## config.mk

```make
export PLATFORM = sky130hd
export DESIGN_NAME = cc_frame_packer
export DESIGN_NICKNAME = d
export VERILOG_FILES = /design/src/rtl/cc_capture_pkg.sv /design/src/rtl/cc_pixel_packer.sv /design/src/rtl/cc_frame_packer.sv
export SDC_FILE = /design/constraint.sdc
export NUM_CORES = 1
export LEC_CHECK = 0
export BUFFER_PORTS_ARGS = -buffer_cell sky130_fd_sc_hd__buf_2
export CAP_MARGIN = 20
export CORE_MARGIN = 8
export CORE_UTILIZATION = 25
export DETAILED_ROUTE_END_ITERATION = 6
export PLACE_DENSITY_LB_ADDON = 0.12
export SYNTH_ARGS = -nofsm -noshare
export SYNTH_HDL_FRONTEND = slang
export SYNTH_SLANG_ARGS = --single-unit
```

## constraint.sdc

```tcl
create_clock -name cmos_clk_i -period 2.4 [get_ports cmos_clk_i]
set_input_delay 0.48 -clock cmos_clk_i [delete_from_list [all_inputs] [get_ports cmos_clk_i]]
set_output_delay 0.48 -clock cmos_clk_i [all_outputs]
set_load 0.01 [all_outputs]
```

## src/rtl/cc_capture_pkg.sv

```systemverilog
// rtl/cc_capture_pkg.sv - shared state encoding, header magic and lane helper for the capture path
package cc_capture_pkg;

  typedef enum logic [1:0] {
    ST_IDLE    = 2'd0,
    ST_ARM     = 2'd1,
    ST_CAPTURE = 2'd2,
    ST_FLUSH   = 2'd3
  } cap_state_e;

  localparam logic [15:0] HDR_MAGIC = 16'hF5A0;

  function automatic int lanes_of(input int out_w, input int pix_w);
    return out_w / pix_w;
  endfunction

endpackage

```

## src/rtl/cc_pixel_packer.sv

```systemverilog
// rtl/cc_pixel_packer.sv - lane shift register packing PIX_W pixels into OUT_W words, lane 0 in the low bits
module cc_pixel_packer
  import cc_capture_pkg::*;
#(
  parameter int PIX_W = 16,
  parameter int OUT_W = 32
) (
  input  logic             clk,
  input  logic             rst_n,
  input  logic             clear,
  input  logic             valid,
  input  logic             flush,
  input  logic [PIX_W-1:0] data,
  output logic [OUT_W-1:0] word,
  output logic             word_ready,
  output logic             pending,
  output logic             at_last
);

  localparam int LANES = lanes_of(OUT_W, PIX_W);
  localparam int LW    = (LANES > 1) ? $clog2(LANES) : 1;

  logic [LW-1:0]    k;
  logic [OUT_W-1:0] acc;
  logic [OUT_W-1:0] merged;

  always_comb begin
    merged = acc;
    merged[int'(k)*PIX_W +: PIX_W] = data;
  end

  assign at_last = (k == LW'(LANES - 1));
  assign pending = (k != '0);

  // acc is zeroed after every emitted word so a flushed partial word has clean upper lanes
  always_ff @(posedge clk or negedge rst_n) begin
    if (!rst_n) begin
      k          <= '0;
      acc        <= '0;
      word       <= '0;
      word_ready <= 1'b0;
    end else begin
      word_ready <= 1'b0;
      if (clear) begin
        k   <= '0;
        acc <= '0;
      end else if (valid) begin
        if (at_last) begin
          word       <= merged;
          word_ready <= 1'b1;
          k          <= '0;
          acc        <= '0;
        end else begin
          acc <= merged;
          k   <= k + 1'b1;
        end
      end else if (flush && pending) begin
        word       <= acc;
        word_ready <= 1'b1;
        k          <= '0;
        acc        <= '0;
      end
    end
  end

endmodule

```

## src/rtl/cc_frame_packer.sv

```systemverilog
// rtl/cc_frame_packer.sv - vsync-framed pixel capture into FIFO words with frame statistics
// Optional frame header word enabled by defining CC_FRAME_HEADER_EN.
module cc_frame_packer
  import cc_capture_pkg::*;
#(
  parameter int PIX_W = 16,
  parameter int OUT_W = 32,
  parameter int CNT_W = 32
) (
  input  logic             cmos_clk_i,
  input  logic             rst_n,
  input  logic [PIX_W-1:0] cmos_data_i,
  input  logic             cmos_vsync_i,
  input  logic             cmos_hsync_i,
  input  logic             cmos_valid_i,
  output logic             cmos_reset_o,
  input  logic             start,
  input  logic             cont,
  input  logic             abort,
  input  logic             fifo_full,
  output logic [OUT_W-1:0] data_out,
  output logic             we,
  output logic             busy,
  output logic             frame_done,
  output logic [CNT_W-1:0] frame_pixels,
  output logic [CNT_W-1:0] frame_lines,
  output logic             overflow
);

  localparam logic [CNT_W-1:0] CNT_MAX = {CNT_W{1'b1}};

  cap_state_e state, state_nx;

  logic             vs_s1, hs_s1, vld_s1, vs_s2, hs_s2;
  logic [PIX_W-1:0] dat_s1;
  logic [CNT_W-1:0] pix_cnt, line_cnt, pix_cnt_nx, line_cnt_nx;
  logic             vs_rise, vs_fall, hs_rise;
  logic             pix_valid, pk_clear, pk_flush, partial_nx, fd_set;
  logic [OUT_W-1:0] pk_word;
  logic             pk_ready, pk_pending, pk_at_last;
  logic             wr_pend;

  assign cmos_reset_o = ~rst_n;

  always_ff @(posedge cmos_clk_i or negedge rst_n) begin
    if (!rst_n) begin
      vs_s1  <= 1'b0;
      hs_s1  <= 1'b0;
      vld_s1 <= 1'b0;
      dat_s1 <= '0;
      vs_s2  <= 1'b0;
      hs_s2  <= 1'b0;
    end else begin
      vs_s1  <= cmos_vsync_i;
      hs_s1  <= cmos_hsync_i;
      vld_s1 <= cmos_valid_i;
      dat_s1 <= cmos_data_i;
      vs_s2  <= vs_s1;
      hs_s2  <= hs_s1;
    end
  end

  assign vs_rise   = vs_s1 & ~vs_s2;
  assign vs_fall   = ~vs_s1 & vs_s2;
  assign hs_rise   = hs_s1 & ~hs_s2;
  assign pix_valid = (state == ST_CAPTURE) & vld_s1;
  assign pk_clear  = abort | (state == ST_IDLE) | (state == ST_ARM);
  assign pk_flush  = (state == ST_FLUSH);
  // lane occupancy after this edge decides whether the frame ends with a partial word
  assign partial_nx = pix_valid ? ~pk_at_last : pk_pending;

  cc_pixel_packer #(
    .PIX_W(PIX_W),
    .OUT_W(OUT_W)
  ) u_packer (
    .clk       (cmos_clk_i),
    .rst_n     (rst_n),
    .clear     (pk_clear),
    .valid     (pix_valid),
    .flush     (pk_flush),
    .data      (dat_s1),
    .word      (pk_word),
    .word_ready(pk_ready),
    .pending   (pk_pending),
    .at_last   (pk_at_last)
  );

  always_comb begin
    state_nx = state;
    fd_set   = 1'b0;
    if (abort) begin
      state_nx = ST_IDLE;
    end else begin
      case (state)
        ST_IDLE:    if (start) state_nx = ST_ARM;
        ST_ARM:     if (vs_rise) state_nx = ST_CAPTURE;
        ST_CAPTURE: begin
          if (vs_fall) begin
            state_nx = ST_FLUSH;
            fd_set   = ~partial_nx;
          end
        end
        ST_FLUSH: begin
          state_nx = cont ? ST_ARM : ST_IDLE;
          fd_set   = pk_pending;
        end
        default:    state_nx = ST_IDLE;
      endcase
    end
  end

  always_comb begin
    pix_cnt_nx  = pix_cnt;
    line_cnt_nx = line_cnt;
    if (state == ST_IDLE || state == ST_ARM) begin
      pix_cnt_nx  = '0;
      line_cnt_nx = '0;
    end else if (state == ST_CAPTURE) begin
      if (vld_s1 && pix_cnt != CNT_MAX) pix_cnt_nx = pix_cnt + 1'b1;
      if (hs_rise && vs_s1 && line_cnt != CNT_MAX) line_cnt_nx = line_cnt + 1'b1;
    end
  end

  always_ff @(posedge cmos_clk_i or negedge rst_n) begin
    if (!rst_n) begin
      state        <= ST_IDLE;
      pix_cnt      <= '0;
      line_cnt     <= '0;
      frame_done   <= 1'b0;
      frame_pixels <= '0;
      frame_lines  <= '0;
      overflow     <= 1'b0;
    end else begin
      state      <= state_nx;
      pix_cnt    <= pix_cnt_nx;
      line_cnt   <= line_cnt_nx;
      frame_done <= fd_set;
      if (fd_set) begin
        frame_pixels <= pix_cnt_nx;
        frame_lines  <= line_cnt_nx;
      end
      if (state == ST_IDLE && start && !abort) overflow <= 1'b0;
      else if (wr_pend && fifo_full)           overflow <= 1'b1;
    end
  end

`ifdef CC_FRAME_HEADER_EN
  logic        hdr_q;
  logic [15:0] seq;

  if (OUT_W < 32) begin : g_hdr_width_check
    $error("cc_frame_packer: header needs OUT_W >= 32");
  end

  always_ff @(posedge cmos_clk_i or negedge rst_n) begin
    if (!rst_n) begin
      hdr_q <= 1'b0;
      seq   <= '0;
    end else begin
      hdr_q <= (state == ST_ARM) && vs_rise && !abort;
      if (fd_set) seq <= seq + 1'b1;
    end
  end

  assign wr_pend  = pk_ready | hdr_q;
  assign data_out = hdr_q ? OUT_W'({HDR_MAGIC, seq}) : pk_word;
`else
  assign wr_pend  = pk_ready;
  assign data_out = pk_word;
`endif

  assign we   = wr_pend & ~fifo_full;
  assign busy = (state != ST_IDLE);

endmodule

```

# Word level (Yosys, flattened, before mapping)
# Index checks and enable logic that the tools add are counted.
# totals
word_cells	97
ff_bits	219
inputBits	25
# classes
bitwise	15
n_addsub	4
n_eq_ne	9
shift	2
n_mux	34
reduce_logical	16
# op_table
operator	count
$mux W32	13
$add A32 B1 Y32 const B	2
$ne A32 B32 Y1 const B	2
$neg A5 Y33	1
$shift A16 B33 Y32 const A	1
$shiftx A16 B33 Y32	1
$bwmux W32	1
$mux W1	14
$ne A3 B3 Y1 const B	3
$mux W2	4
$not A1 Y1	8
$pmux W2 S4	1
$logic_and A1 B1 Y1	7
$reduce_and A3 Y1	2
$reduce_bool A2 Y1	3
$and A1 B1 Y1	5
$eq A2 B2 Y1 const B	2
$reduce_bool A3 Y1	1
$eq A2 B1 Y1 const B	1
$logic_not A2 Y1	1
$ne A2 B1 Y1 const B	1
$or A1 B1 Y1	2
$pmux W1 S2	1
$add A1 B1 Y1 const B	1
2 further kinds	2

# Longest topological paths before layout
# logic_depth
depth_word	7
ltp_mapped	12
depth_no_buf	11

# Cells and area by module
# From an unflattened synthesis, not the netlist that was laid out.
# unflattened
cells_unflattened	1003
hier_area_um2	10677.7
# modules_own_cells
mod	seq_area_each_um2	area_per_inst_um2	instances	cells_per_inst
cc_frame_packer	3828.7	7938.9	1	842
cc_pixel_packer	1651.6	2738.9	1	161

# Worst setup path before layout
# Ideal clock, no wire load.
# synth_path
path_type	reg2reg
start	register state[0]
end	register frame_lines[18]
t_arrival_ns	2.173
path_stages_with_launch	13
path_buffers	2
period_less_slack_ns	2.268
required_ns	2.305
slack_ns	0.132
cell_sequence	dfrtp_1 -> inv_1 -> ha_1 -> nand2_2 -> clkinv_1 -> ha_1 -> nand4b_1 -> nand2_1 -> nand2_1 -> clkbuf_1 -> clkbuf_1 -> nand2_1 -> o31ai_1
# synth_via
elab_chain_cells	7
elab_cells_between_ends	13
# synth_rtl
item	line_no	rtl
from (decl)	cc_frame_packer.sv:32	cap_state_e state, state_nx;
from (signal assigned)	cc_frame_packer.sv:134	state <= state_nx;
$eq A2 B2 Y1	cc_frame_packer.sv:66, cc_frame_packer.sv:94, cc_frame_packer.sv:118	
$and A1 B1 Y1	cc_frame_packer.sv:66	assign pix_valid = (state == ST_CAPTURE) & vld_s1;
$mux W1	cc_frame_packer.sv:70	assign partial_nx = pix_valid ? ~pk_at_last : pk_pending;
$not A1 Y1	cc_frame_packer.sv:100	fd_set = ~partial_nx;
$mux W1	cc_frame_packer.sv:98	if (vs_fall) begin
$pmux W1 S2	cc_frame_packer.sv:94	case (state)
$mux W1	cc_frame_packer.sv:91	if (abort) begin
to (signal assigned)	cc_frame_packer.sv:140	frame_lines <= line_cnt_nx;
to (decl)	cc_frame_packer.sv:26	output logic [CNT_W-1:0] frame_lines,
# Parallel ways exist; a longest one is shown, timed or not.
# A chain may end at the register's enable or synchronous reset.

# Worst setup path in the final report
# layout_path
start	register line_cnt[12]
end	register frame_lines[0]
# layout_via
elab_chain_cells	5
# layout_rtl
item	line_no	rtl
from (decl)	cc_frame_packer.sv:36	logic [CNT_W-1:0] pix_cnt, line_cnt, pix_cnt_nx, line_cnt_nx;
from (signal assigned)	cc_frame_packer.sv:136	line_cnt <= line_cnt_nx;
$ne A32 B32 Y1	cc_frame_packer.sv:120	if (hs_rise && vs_s1 && line_cnt != CNT_MAX) line_cnt_nx = line_cnt + 1'b1;
$logic_and A1 B1 Y1	cc_frame_packer.sv:120	
$mux W32	cc_frame_packer.sv:120	
$mux W32	cc_frame_packer.sv:118	end else if (state == ST_CAPTURE) begin
$mux W32	cc_frame_packer.sv:115	if (state == ST_IDLE || state == ST_ARM) begin
# Every way passes these cells.

==> impl_metrics.ini <==
[run_status]
status = completed

[timing]
max_slew_margin = 0.468
hold_viol_final = 0
period_minus_slack_ns = 2.26
finalCritPeriodShare = 0.942
holdWs_ns = 0.0595
finalSetupViolCount = 0
worst_pin_slew_ns = 0.798
final_max_slew_viol_count = 0
finClkSkew_ns = 0.0215
rsz0062_at_grt = yes
fmax_mhz = 443
layout_setup_ws_ns = 0.140

[synthesis]
synthDistinctLibCells = 50
ys_warn_count = 0
avgSynthCellArea_um2 = 10.9
synth_area_um2 = 9040
async_flop_share = 1.00
synthFlopType = dfrtp_1
synth_top_area_frac = 0.606
synth_top_cells_by_count = dfrtp_1 (219), nor2_1 (114), nand2_1 (84)
syn_inst = 827
yosysMostFrequentCell = dfrtp_1
synth_seq_area_share = 0.606
synth_edf_count = 0
synth_top_area_cell = dfrtp_1
yosys-top-cells-area = dfrtp_1 (61%), nor2_1 (4.7%), mux2i_1 (3.9%)
mappedNetlistNets = 860
synth-seq-cells = 219

[die]
die_y_um = 206
dieArea_um2 = 42500
core_area_um2 = 35600
die_w_um = 206
start_util = 0.254
fp-row-count = 69
io_pins = 126

[power]
swShare = 0.289
p_int_mw = 7.12
p_seq_frac = 0.422
switching_power_mw = 2.90
ir_drop_v = 0.000510
power_frac_comb = 0.184
power_leakage_nw = 5.38
cellPowerDensity_nw_per_um2 = 877
power_frac_clock = 0.394

[cts]
root_buffer = clkbuf_16
clk_latency_ns = 0.54
cts_buffer_depth = 3
cts_buffers = 27
htree_levels = 1
cts.sinks = 219
cts_tree = yes
clkTransAtPathRegs_ns = 0.06

[worst_setup_path]
crit_start = line_cnt[12]
critPathSlowestCell = or4b_4
crit_buf_inv = 0
required_ns = 2.80
cp_max_fo = 5
arrival_ns = 2.66
cpPeakStageDelay_ns = 0.62
path_class = register to register
worstSetupStartpointType = register
worstReg2RegStart = line_cnt[12]
worst_setup_path_end_kind = register
cp_top_family = simple AND/OR/NAND/NOR gates
crit_path_cell_trace = and4_2 -> nand4_2 -> or4b_4 -> and2_4 -> xnor2_1 -> o21ai_0

[grt]
grt_pass1_vias = 6888
grt_max_degree = 131
grt_pass1_wl_um = 39500
grt_use_total = 0.116
antenna_found_initial = 5
overflow = 0

[cells_and_area]
drive_above_1_share = 0.230
regArea_um2 = 5480
layout.nets = 1021
syn2layout_area_growth_pct = 26.3
fillers = 3716
multi_input_area_um2 = 3400

[routing]
drtIter0Drc = 319
dr_wl_met3_um = 1470
num_vias = 6428
viasPerCell = 4.39
ant_nets = 0
route.met2.wl_um = 10700
wire_per_inst_um = 16.7
finalWirelength_um = 24400
drc_errors = 0
first_pass_iters = 4
top_layer = met5
met1_length_um = 11600

[hold_path]
min-delay-start = cmos_data_i[0]
min-delay-path-class = input pin to register

[placement]
port_buffers = 125
gp_congestion = 0.732
pre_cts_slack_ns = 0.0287
dp_hpwl_um = 16400

[run]
cap_violations = 0
-- per-stage QoR --
step,setup TNS [ns],std cells,total power [mW],util,instance area [um^2]
global route,-0.726,1463,10.6,0.321,11400
floorplan,0,827,5.22,-,9040
detailed placement,0,1417,6.21,0.296,10500
CTS,0,1461,10.3,0.320,11400
finish,0,1465,10.0,0.321,11400
global placement,0,1417,6.20,0.296,10500
-- logic make-up after synthesis --
logic type	count (synthesis)	share of synthesized area
AND/OR/NAND/NOR	325	0.177
flip-flops	219	0.606
AO/OA/AOI/OAI	127	0.0847
XOR/XNOR	60	0.0581
buffers and inverters	51	0.0214
multiplexers	37	0.0412
adder cells (fa/ha/maj)	8	0.0111
-- metal layers --
| layer | vias up | track usage |
|---|---|---|
| met1 | 3132 | 0.159 |
| met2 | 113 | 0.179 |
| met5 | - | 0 |
| li1 | 3137 | - |
| met4 | 6 | 0.0299 |
| met3 | 40 | 0.0320 |
-- flip-flops by register name, summed over array words and instances (netlist names), 2 cells and up --
| signal | cells |
|---|---|
| u_packer.word | 32 |
| u_packer.acc | 32 |
| pix_cnt | 32 |
| state | 2 |
| frame_pixels | 32 |
| line_cnt | 32 |
| dat_s1 | 16 |
| frame_lines | 32 |
-- timing repair --
action	CTS	global route
hold endpoints to repair	24	0
setup buffers	0	2
resized for setup	0	5
setup endpoints to repair	0	59
hold buffers	1	0
-- layout make-up --
class | instances | share of cell area
inverters | 12 | 0.00395
diodes | 2 | 0.000438
flip-flops and latches | 219 | 0.480
multi-input cells | 557 | 0.298
clock buffers | 38 | 0.0672
well taps | 461 | 0.0505
clock inverters | 5 | 0.00712
repair buffers | 171 | 0.0931
-- cells in the final DEF, fill, tap and decap left out, types with 27 or more instances in the layout --
cell type and n:
nor2_1 114, dfrtp_1 219, nand2_1 83, buf_2 124
buf_4 38, mux2i_1 35, a21oi_1 37, xnor2_1 35
clkbuf_16 27, o21ai_0 49
-- power by group through the flow --
stage	clock, mW	sequential (mW)	combinational (mW)
after floorplan	0	4.39	0.831
after CTS	4.11	4.24	1.93
after global placement	0	4.30	1.91
after global routing	4.25	4.27	2.10
after detailed placement	0	4.29	1.93
final	3.94	4.23	1.85
-- path summary, 6_finish.rpt --
kind	endpoint	slack, ns	cells after the start
hold / removal	dat_s1[0]	0.06	1
hold reg to reg	hs_s2	0.39	0
setup / recovery	frame_lines[0]	0.14	6
min in group asynchronous	frame_pixels[21]	0.61	3
max in group asynchronous	frame_lines[6]	1.11	3
setup reg to reg	frame_lines[0]	0.14	6
No activity file was read; power rests on OpenSTA's default activity.
